**src/rtl/instruction_decoder.sv**
```systemverilog
// ID stage of the vector pipeline: decodes one 32-bit instruction into register, hazard,
// ALU, branch, memory and write-back controls. All results are registered (1-cycle latency).
module instruction_decoder (
    input  logic        clk,
    input  logic        reset,
    input  logic        stall,
    input  logic        flush,
    input  logic [31:0] instruction,
    output logic [4:0]  RegisterA,
    output logic [4:0]  RegisterB,
    output logic [4:0]  WW,
    output logic [5:0]  operation,
    output logic [4:0]  arithmatic_RD,
    output logic [4:0]  HDU_A,
    output logic [4:0]  HDU_B,
    output logic [1:0]  BR,
    output logic [15:0] Branch_immediate,
    output logic [15:0] MEM_addr,
    output logic        store_Enable,
    output logic        mem_Enable,
    output logic        writen_en,
    output logic        load_signal
);

    typedef enum logic [5:0] {
        OP_VLD   = 6'b100000,
        OP_VSD   = 6'b100001,
        OP_VBEZ  = 6'b100010,
        OP_VBNEZ = 6'b100011,
        OP_RTYPE = 6'b101010,
        OP_VNOP  = 6'b111100
    } opcode_e;

    typedef enum logic [1:0] {
        BR_NONE  = 2'b00,
        BR_VBEZ  = 2'b01,
        BR_VBNEZ = 2'b10
    } branch_e;

    typedef struct packed {
        logic [4:0]  reg_a;
        logic [4:0]  reg_b;
        logic [4:0]  ww;
        logic [5:0]  operation;
        logic [4:0]  rd;
        logic [4:0]  hdu_a;
        logic [4:0]  hdu_b;
        branch_e     br;
        logic [15:0] br_imm;
        logic [15:0] mem_addr;
        logic        store_en;
        logic        mem_en;
        logic        wr_en;
        logic        load;
    } decode_t;

    logic [5:0]  f_op;
    logic [4:0]  f_rd;
    logic [4:0]  f_ra;
    logic [4:0]  f_rb;
    logic [4:0]  f_w;
    logic [5:0]  f_func;
    logic [15:0] f_imm;

    decode_t dec_next;
    decode_t dec_q;

    assign f_op   = instruction[31:26];
    assign f_rd   = instruction[25:21];
    assign f_ra   = instruction[20:16];
    assign f_rb   = instruction[15:11];
    assign f_w    = instruction[10:6];
    assign f_func = instruction[5:0];
    assign f_imm  = instruction[15:0];

    always_comb begin
        // NOTE: defaulting the whole struct first keeps every path assigned, so no latch is inferred.
        dec_next = '0;
        case (f_op)
            OP_RTYPE: begin
                dec_next.reg_a     = f_ra;
                dec_next.hdu_a     = f_ra;
                dec_next.reg_b     = f_rb;
                dec_next.hdu_b     = f_rb;
                dec_next.ww        = f_w;
                dec_next.operation = f_func;
                dec_next.rd        = f_rd;
                dec_next.wr_en     = 1'b1;
            end
            OP_VLD: begin
                dec_next.rd       = f_rd;
                dec_next.mem_addr = f_imm;
                dec_next.mem_en   = 1'b1;
                dec_next.wr_en    = 1'b1;
                dec_next.load     = 1'b1;
            end
            OP_VSD: begin
                // The store data register travels in the rD slot.
                dec_next.reg_a    = f_rd;
                dec_next.hdu_a    = f_rd;
                dec_next.mem_addr = f_imm;
                dec_next.mem_en   = 1'b1;
                dec_next.store_en = 1'b1;
            end
            OP_VBEZ, OP_VBNEZ: begin
                dec_next.reg_a  = f_rd;
                dec_next.hdu_a  = f_rd;
                dec_next.br_imm = f_imm;
                dec_next.br     = (f_op == OP_VBEZ) ? BR_VBEZ : BR_VBNEZ;
            end
            OP_VNOP: ;
            default: ;
        endcase
    end

    // Flush wins over stall so a squashed slot can never be held.
    always_ff @(posedge clk or posedge reset) begin
        // NOTE: non-blocking assignments here so all registers update together at the edge.
        if (reset)
            dec_q <= '0;
        else if (flush)
            dec_q <= '0;
        else if (!stall)
            dec_q <= dec_next;
    end

    assign RegisterA        = dec_q.reg_a;
    assign RegisterB        = dec_q.reg_b;
    assign WW               = dec_q.ww;
    assign operation        = dec_q.operation;
    assign arithmatic_RD    = dec_q.rd;
    assign HDU_A            = dec_q.hdu_a;
    assign HDU_B            = dec_q.hdu_b;
    assign BR               = dec_q.br;
    assign Branch_immediate = dec_q.br_imm;
    assign MEM_addr         = dec_q.mem_addr;
    assign store_Enable     = dec_q.store_en;
    assign mem_Enable       = dec_q.mem_en;
    assign writen_en        = dec_q.wr_en;
    assign load_signal      = dec_q.load;

endmodule

```
**config.mk**
```make
export PLATFORM = sky130hd
export DESIGN_NAME = instruction_decoder
export DESIGN_NICKNAME = d
export VERILOG_FILES = /design/src/rtl/instruction_decoder.sv
export SDC_FILE = /design/constraint.sdc
export NUM_CORES = 1
export LEC_CHECK = 0
export ABC_AREA = 1
export BUFFER_PORTS_ARGS = -buffer_cell sky130_fd_sc_hd__buf_2
export CORE_MARGIN = 10
export CORE_UTILIZATION = 52
export DETAILED_ROUTE_END_ITERATION = 10
export GPL_TIMING_DRIVEN = 0
export HOLD_SLACK_MARGIN = 0.06
export PLACE_DENSITY = 0.85
export SLEW_MARGIN = 20
export SYNTH_ARGS = -nofsm -noshare
export SYNTH_HDL_FRONTEND = slang
export SYNTH_SLANG_ARGS = --single-unit
```
**constraint.sdc**
```tcl
create_clock -name clk -period 5.3 [get_ports clk]
set_input_delay 1.59 -clock clk [delete_from_list [all_inputs] [get_ports clk]]
set_output_delay 1.59 -clock clk [all_outputs]
set_load 0.03 [all_outputs]
```
==> impl_results.md <==
- DP Cell Count: 483
- Initial antenna violation count: 0
- Vias post-DR: 2495
- CTS resizes: 0
- Worst clock skew: 0 ns
- Reg2reg path depth: 4
- Clock Tree Root: clkbuf_8
- Buffer count from post-CTS setup fixing: 0
- CP arrival: 1.05 ns
- Period minus WS final: 2.64 ns
- First-pass GRT wire length: 13000 um
- Cts hold-fix bufs: 0
- Max cap viols: 0
- Status: completed
- Max Fclk: 0.379 GHz
- TritonCTS Buffers: 9
- Leak: 2.15 nW
- Tot GR Track Use: 19.0%
- Synth Register Bits: 64
- DR pass1 iterations: 4
- Area grow syn2layout: 30.9%
- Yosys warnings: 0
- # rows: 26
- Post-synthesis sequential area ratio: 57.9%
- DRC: 0
- Antenna viol nets, final: 0
- Layout cells sized above 1: 41.3%
- Post-synthesis net count: 339
- Ranking of synthesized cells by area: dfrtp_1 (58%), nand2_1 (17%), o21ai_2 (6.3%)
- Pins over their slew limit: 0
- # IOs: 110
- Setup TNS: 0 ns
- ANT cells: 0
- DIE AREA: 8640 um2
- Async SR Flop Fraction: 100%
- Final setup vio count: 0
- Worst-path clk slew: 0.07 ns
- Final hold violation count: 0
- Die Ht: 92.9 um
- Layout fillers: 427
- Cell with the most instances after synthesis: nand2_1
- H-Tree Depth: 3
- Total grt overflow: 0
- Top cell type's share of synthesized area: 57.9%
- R2r setup slk: 4.59 ns
- VDD IR max: 0.000208 V
- Worst-Skew Late Latency: 0.33 ns
- Slew headroom: 69.3%
- Port bufs: 109
- Dpl ws: 2.63 ns
- DP HPWL: 6180 um
- List of most frequent post-synthesis cells: nand2_1 (126), dfrtp_1 (64), nand3_1 (30)
- Worst hold start: MEM_addr[15]
- Area of the multi-input gates: 947 um2
- Syn Inst Count: 303
- Detailed Route WL: 8000 um
- Clock Path Buffers: 2
- Worst Setup SP: HDU_B[4]
- Largest net degree at the start of global routing: 37
- Critical Path Fanout Max: 3
- Setup crit start kind: flop
- Routed WL per cell: 16.0 um
- Area of the core: 5140 um2
- Crit path capture type: output pin
- Period utilisation layout: 49.7%
- Nets@finish: 460
- Clk sinks: 64
- Die W: 92.9 um
- Setup CP Type: flop to output pin
- Hold Path Class: flop to flop
- Register area: 1600 um2
- Main synth FF type: dfrtp_1
- Netlist cell types: 17
- Fin cells: 499
- Min-Delay Endpoint: MEM_addr[15]
- Hold WS: 0.480 ns
- Total chip power: 984 uW
- Syn Area/Cell: 9.13 um2
- CTS tree: built
- Starting density of the core: 53.8%
- Post-synth EDFFs: 0
- Reg2reg start: HDU_A[4]
- Mapped Area: 2770 um2
- Initial DRC Count: 127
- PD cells: 272 nW/um2
- Slew @ Worst Pin: 0.460 ns
- Vias per std cell: 5.00
- Setup ws final: 2.66 ns
- Req. time, crit path: 3.71 ns
- Placer's final routability congestion estimate: 0.839
- Vias in the first global route: 2654
- RSZ-0062 raised after global routing: false
- Cell accounting for the most synthesized area: dfrtp_1
- Hold depth: 2
- Worst reg2reg endpoint: HDU_A[4]
-- registers in the layout, summed over array words and instances (netlist names) --
name / cells
Branch_immediate: 16
writen_en: 1
BR: 2
load_signal: 1
HDU_B: 1
WW: 5
operation: 6
MEM_addr: 16
arithmatic_RD: 5
HDU_A: 5
mem_Enable: 1
store_Enable: 1
RegisterB: 4
-- power breakdown --
| part | switching [mW] | leakage [nW] | internal, mW | total, mW |
|---|---|---|---|---|
| clock network | 0.179 | 0.103 | 0.242 | 0.421 |
| registers | 0.00133 | 0.893 | 0.491 | 0.492 |
| logic | 0.0499 | 1.16 | 0.0214 | 0.0713 |
| total | 0.230 | 2.15 | 0.754 | 0.984 |
-- per-stage QoR --
| stage | utilization (%) | area (um2) |
|---|---|---|
| after floorplan | - | 2770 |
| after global placement | 66.1 | 3400 |
| after detailed placement | 66.6 | 3420 |
| after CTS | 70.4 | 3620 |
| after global routing | 70.4 | 3620 |
| final | 70.4 | 3620 |
-- critical path, cell delays in order, from the launching register on --
cell and delay (ns):
dfrtp_1 0.41, buf_4 0.14, buf_2 0.17
-- layout by cell type, fill, tap and decap left out, types with 5 or more instances in the layout --
cell	instances
clkbuf_8	11
o21ai_2	20
dfrtp_1	64
nand3_1	30
o21ai_1	5
o21ai_0	9
clkbuf_1	5
buf_4	11
nand2_1	126
inv_1	12
buf_2	115
-- worst max-delay path by stage --
stage	depth (start not counted)	slack (ns)	endpoint
2_1_floorplan	1	2.11	BR[0]
3_3_place_gp	2	1.39	HDU_A[2]
3_5_place_dp	8	2.63	arithmatic_RD[4]
4_1_cts	2	2.66	RegisterB[4]
5_1_grt	2	2.63	RegisterB[4]
6_report	2	2.66	RegisterB[4]
-- cell type report --
class | count | share of cell area, %
Clock buffer | 13 | 4.39
Buffer | 23 | 4.35
Multi-Input combinational cell | 200 | 26.2
Timing Repair Buffer | 110 | 15.6
Clock inverter | 3 | 1.11
Inverter | 16 | 1.73
Sequential cell | 64 | 44.2
Tap cell | 70 | 2.42
-- kinds of logic (layout without fill, tap and decap cells) --
kind of cell | Yosys count | in the layout | share of synthesized area [%]
simple gates | 166 | 166 | 25.4
flops | 64 | 64 | 57.9
buf+inv | 39 | 165 | 7.87
compound gates | 34 | 34 | 8.86
-- metal layers --
metal | vias up | wire, um | track usage [%]
li1 | 1201 | - | -
met2 | 88 | 4120 | 32.5
met4 | 0 | 225 | 9.51
met5 | - | 0 | 0
met1 | 1189 | 3130 | 21.3
met3 | 17 | 517 | 5.08
Power figures use the tool's default switching activity.
